--- src/rtl/mux_rr_nch_pkg.sv ---
// Shared constants and helpers for the round-robin mux/demux family.
package mux_pkg;

    localparam int DEF_N_CH   = 4;
    localparam int DEF_DATA_W = 8;

    // Elaboration-time ceil(log2(n)) for blocks that need it as a plain function.
    function automatic int clog2_f(input int n);
        int r;
        r = 0;
        for (int k = 0; k < 32; k++) begin
            if ((1 << r) < n) begin
                r = r + 1;
            end
        end
        return r;
    endfunction

    localparam int DEF_CH_W = clog2_f(DEF_N_CH);

    // Grant pointer advance with wrap, shared with the demux side.
    function automatic int next_ptr(input int g, input int n);
        return (g >= n - 1) ? 0 : g + 1;
    endfunction

endpackage

--- src/rtl/mux_rr_nch_arbiter.sv ---
// Combinational rotating-priority arbiter: the first requester at or after ptr
// wins, wrapping to the lowest index when nothing at or above ptr is requesting.
module rr_arbiter
    import mux_pkg::*;
#(
    parameter int  N_CH = DEF_N_CH,
    localparam int CH_W = $clog2(N_CH)
) (
    input  logic [N_CH-1:0] req,
    input  logic [CH_W-1:0] ptr,
    input  logic            en,
    output logic [N_CH-1:0] gnt,
    output logic [CH_W-1:0] gnt_idx,
    output logic            any_req
);

    logic [N_CH-1:0] hi_mask;
    logic [N_CH-1:0] masked_req;
    logic [N_CH-1:0] sel_req;
    logic            found;

    genvar gi;
    generate
        for (gi = 0; gi < N_CH; gi++) begin : g_mask
            assign hi_mask[gi] = (CH_W'(gi) >= ptr);
        end
    endgenerate

    assign any_req    = |req;
    assign masked_req = req & hi_mask;
    // Nothing pending at or above ptr means the search has wrapped past N_CH-1.
    assign sel_req    = (|masked_req) ? masked_req : req;

    always_comb begin
        gnt_idx = '0;
        found   = 1'b0;
        for (int k = 0; k < N_CH; k++) begin
            if (!found && sel_req[k]) begin
                found   = 1'b1;
                gnt_idx = CH_W'(k);
            end
        end
    end

    generate
        for (gi = 0; gi < N_CH; gi++) begin : g_gnt
            assign gnt[gi] = en && any_req && (gnt_idx == CH_W'(gi));
        end
    endgenerate

endmodule

--- src/rtl/mux_rr_nch.sv ---
// N-channel round-robin arbitrating mux with valid/ready on every port and a
// registered output stage. Define MUX_CH_ID_EN to add the ch_out source-channel port.
module mux_rr_nch
    import mux_pkg::*;
#(
    parameter int  N_CH   = DEF_N_CH,
    parameter int  DATA_W = DEF_DATA_W,
    localparam int CH_W   = $clog2(N_CH)
) (
    input  logic                   clk,
    input  logic                   reset,
    input  logic [N_CH-1:0]        valid_in,
    input  logic [N_CH*DATA_W-1:0] data_in,
    output logic [N_CH-1:0]        ready_out,
    output logic [DATA_W-1:0]      data_out,
    output logic                   valid_out,
    input  logic                   ready_in
`ifdef MUX_CH_ID_EN
    ,
    output logic [CH_W-1:0]        ch_out
`endif
);

    logic              valid_out_q;
    logic [DATA_W-1:0] data_out_q;
    logic [CH_W-1:0]   ptr_q;
    logic [CH_W-1:0]   ptr_d;

    logic              load;
    logic              arb_en;
    logic              any_req;
    logic              accept;
    logic [N_CH-1:0]   gnt;
    logic [CH_W-1:0]   gnt_idx;
    logic [DATA_W-1:0] ch_data [N_CH];

    genvar gi;
    generate
        for (gi = 0; gi < N_CH; gi++) begin : g_unpack
            assign ch_data[gi] = data_in[gi*DATA_W +: DATA_W];
        end
    endgenerate

    // Output register can take a new word when empty or being drained this cycle.
    assign load   = !valid_out_q || ready_in;
    assign arb_en = load && !reset;
    assign accept = arb_en && any_req;

    rr_arbiter #(
        .N_CH    (N_CH)
    ) u_arb (
        .req     (valid_in),
        .ptr     (ptr_q),
        .en      (arb_en),
        .gnt     (gnt),
        .gnt_idx (gnt_idx),
        .any_req (any_req)
    );

    assign ready_out = gnt;

    always_comb begin
        ptr_d = ptr_q;
        if (accept) begin
            ptr_d = CH_W'(next_ptr(int'(gnt_idx), N_CH));
        end
    end

    always_ff @(posedge clk) begin
        if (reset) begin
            valid_out_q <= 1'b0;
            data_out_q  <= '0;
            ptr_q       <= '0;
        end else begin
            ptr_q <= ptr_d;
            if (load) begin
                valid_out_q <= any_req;
                if (any_req) begin
                    data_out_q <= ch_data[gnt_idx];
                end
            end
        end
    end

    assign data_out  = data_out_q;
    assign valid_out = valid_out_q;

`ifdef MUX_CH_ID_EN
    logic [CH_W-1:0] ch_out_q;

    always_ff @(posedge clk) begin
        if (reset) begin
            ch_out_q <= '0;
        end else if (accept) begin
            ch_out_q <= gnt_idx;
        end
    end

    assign ch_out = ch_out_q;
`endif

endmodule

--- config.mk ---
export PLATFORM = sky130hd
export DESIGN_NAME = mux_rr_nch
export DESIGN_NICKNAME = d
export VERILOG_FILES = /design/src/rtl/mux_rr_nch_pkg.sv /design/src/rtl/mux_rr_nch_arbiter.sv /design/src/rtl/mux_rr_nch.sv
export SDC_FILE = /design/constraint.sdc
export NUM_CORES = 1
export LEC_CHECK = 0
export CAP_MARGIN = 20
export CORE_UTILIZATION = 35
export DETAILED_ROUTE_END_ITERATION = 7
export HOLD_SLACK_MARGIN = 0.15
export PLACE_DENSITY = 0.79
export SETUP_SLACK_MARGIN = 0.15
export SLEW_MARGIN = 25
export SYNTH_ARGS = -nofsm -noshare
export SYNTH_HDL_FRONTEND = slang
export SYNTH_SLANG_ARGS = --single-unit
--- constraint.sdc ---
create_clock -name clk -period 2.43 [get_ports clk]
set_input_delay 0.486 -clock clk [delete_from_list [all_inputs] [get_ports clk]]
set_output_delay 0.486 -clock clk [all_outputs]
set_load 0.005 [all_outputs]
==> qor.yml <==
floorplanning:
  fp.coreArea_um2: 2040
  fp-row-count: 16
  die_w_um: 49.5
  initial_core_util_pct: 38.7
  dieArea_um2: 2450
  io_pins: 52
  die-height_um: 49.5
clocking:
  cts_tree: "yes"
  clock_latency_ns: 0.28
  htreeDepth: 1
  ctsHoldBuffers: 0
  clk_pin_slew_ns: 0.07
  clkSinkCount: 11
  cts_buffers: 3
  cts_root_buf: "clkbuf_4"
  clockBufferDepth: 2
pwr:
  total_power_mw: 0.765
  p_leak_nw: 0.647
  p_per_area_nw_per_um2: 482
  ir_drop_v: 0.000314
finish:
  layout-drive-gt1-share_pct: 32.2
  final_cell_mix: "clkdlybuf4s50_1 (43), buf_4 (27), and2_1 (11)"
  layout_commonest_cell: "clkdlybuf4s50_1"
  fill_cells: 150
  nets: 215
  diodes: 0
  fin_util_pct: 77.8
  fin_cells: 198
  final_area_um2: 1590
  area_growth_pct: 101
sta:
  holdWs_ns: 0.491
  clock.fmax_ghz: 0.447
  skew_ns: 0.000275
  period_share_pct: 92.1
  worst_slack_ns: 0.193
  worst_pin_slew_ns: 0.451
  rsz0062_at_grt: "true"
  min_period_ns: 2.24
  slew_headroom_pct: 69.2
  finalHoldViolCount: 0
  setup_tns_ns: 0
  finalMaxSlewViolations: 0
  setup_viol: 0
outcome:
  status: "complete, no violations"
yosys:
  synth_nets: 135
  syn_inst: 92
  synth_ff_type: "dfxtp_1"
  synth_edf_count: 0
  ys_async_sr_fraction_pct: 0
  synth_cell_types: 25
  post_synth.cell_area_avg_um2: 8.58
  synth_seq_cells: 11
  syn-cell-area_um2: 790
  yosysWarnings: 0
  ys_seq_area_share_pct: 27.9
global_route:
  grt.overflow.total: 0
  grt_max_degree: 14
  antenna_found_initial: 0
  grt_use_total_pct: 27.5
  grt_pass1_wl_mm: 4.95
  grt_pass1_vias: 1085
placement:
  place_congestion: 0.760
  port_buffers: 51
  placed_cell_area_um2: 1420
  dp_cells: 182
  dp_slack_ns: -0.520
  hpwl_mm: 1.96
critical_path:
  cp_slowest_cell: "dfxtp_4"
  crit_path_start: "ptr_q[1]$_SDFFE_PP0P_"
  worstSetupPathType: "reg -> out"
  crit_buf_inv: 2
  critPathArrivalTime_ns: 1.75
  critPathLaunchType: "register"
  worstSetupEndpointType: "output port"
  critPathMaxFanout: 6
  worstPathCellList: "a21oi_1 -> o21a_1 -> o22a_2 -> buf_6 -> ha_2 -> and2_1 -> clkdlybuf4s15_2"
  r2r_start: "ptr_q[1]$_SDFFE_PP0P_"
  cpPeakStageDelay_ns: 0.38
  crit_family: "compound AO/OA/AOI/OAI gates"
  required_ns: 1.94
drt:
  drtIter0Drc: 17
  drtAntennaViolNets: 0
  drtPass1Iterations: 4
  drc: 0
  vias: 1065
  wirelength_mm: 3.02
  wl_per_cell_um: 15.3
  routed_via_density: 5.38
worst_hold_path:
  hold_class: "reg -> reg"
  worstHoldStart: "valid_out$_SDFFE_PP0N_"
run:
  cap_violations: 0
## cell type report
class / instances / area, um2 / area share, %
sequential: 11 / 225 / 14.2
inverter: 4 / 20.0 / 1.26
timing repair buffer: 81 / 723 / 45.5
multi-input combinational: 71 / 559 / 35.2
tap: 27 / 33.8 / 2.13
clock buffer: 4 / 26.3 / 1.65
## cells in the mapped netlist (all sizes together) (3+ instances only)
master	number	area [um2]
clkbuf	3	11.3
a21oi	6	30.0
o22ai	8	50.1
nor2	11	41.3
ha	4	50.1
dfxtp	11	220
nand2	3	11.3
a2111oi	16	150
inv	3	11.3
and2	12	75.1
buf	3	42.5
## metal layers
layer	track usage (%)	routed length (um)	vias to the layer above
met5	0	0	-
met4	24.8	151	0
met3	7.72	221	13
met2	46.8	1510	55
met1	27.0	1140	484
li1	-	-	513
## cells by family after synthesis
kind of cell               Yosys count  synth area share [%]
DFF                                 11                  27.9
muxes                                1                  1.27
buffers and inverters               10                  9.35
and+or+nand+nor                     29                  18.9
AOI/OAI and AO/OA                   37                  36.3
adders and majority gates            4                  6.34
## flip-flops by register name, summed over array words and instances (netlist names)
signal     cells
data_out       8
ptr_q          2
valid_out      1
## tightest hold or removal path, stage by stage, from the launching register on
cell	delay, ns
dfxtp_1	0.33
nand2_1	0.06
a21oi_1	0.05
## timing repair
item	in CTS	in global routing
resized for setup	41	10
setup endpoints to repair	7	4
pin swaps	4	1
buffers inserted	10	2
## path summary, 6_finish.rpt
path	to	slack (ns)	depth (start not counted)
max reg2reg	data_out[4]$_SDFFE_PP0P_	0.42	7
min reg2reg	valid_out$_SDFFE_PP0N_	0.49	2
max	ready_out[2]	0.19	7
min	valid_out$_SDFFE_PP0N_	0.49	2
## where the power goes
group,switching (mW),internal (mW),total (mW)
sequential,0.0180,0.208,0.226
combinational,0.164,0.243,0.407
clock,0.0682,0.0638,0.132
total,0.250,0.515,0.765
No activity file was read; power rests on OpenSTA's default activity.
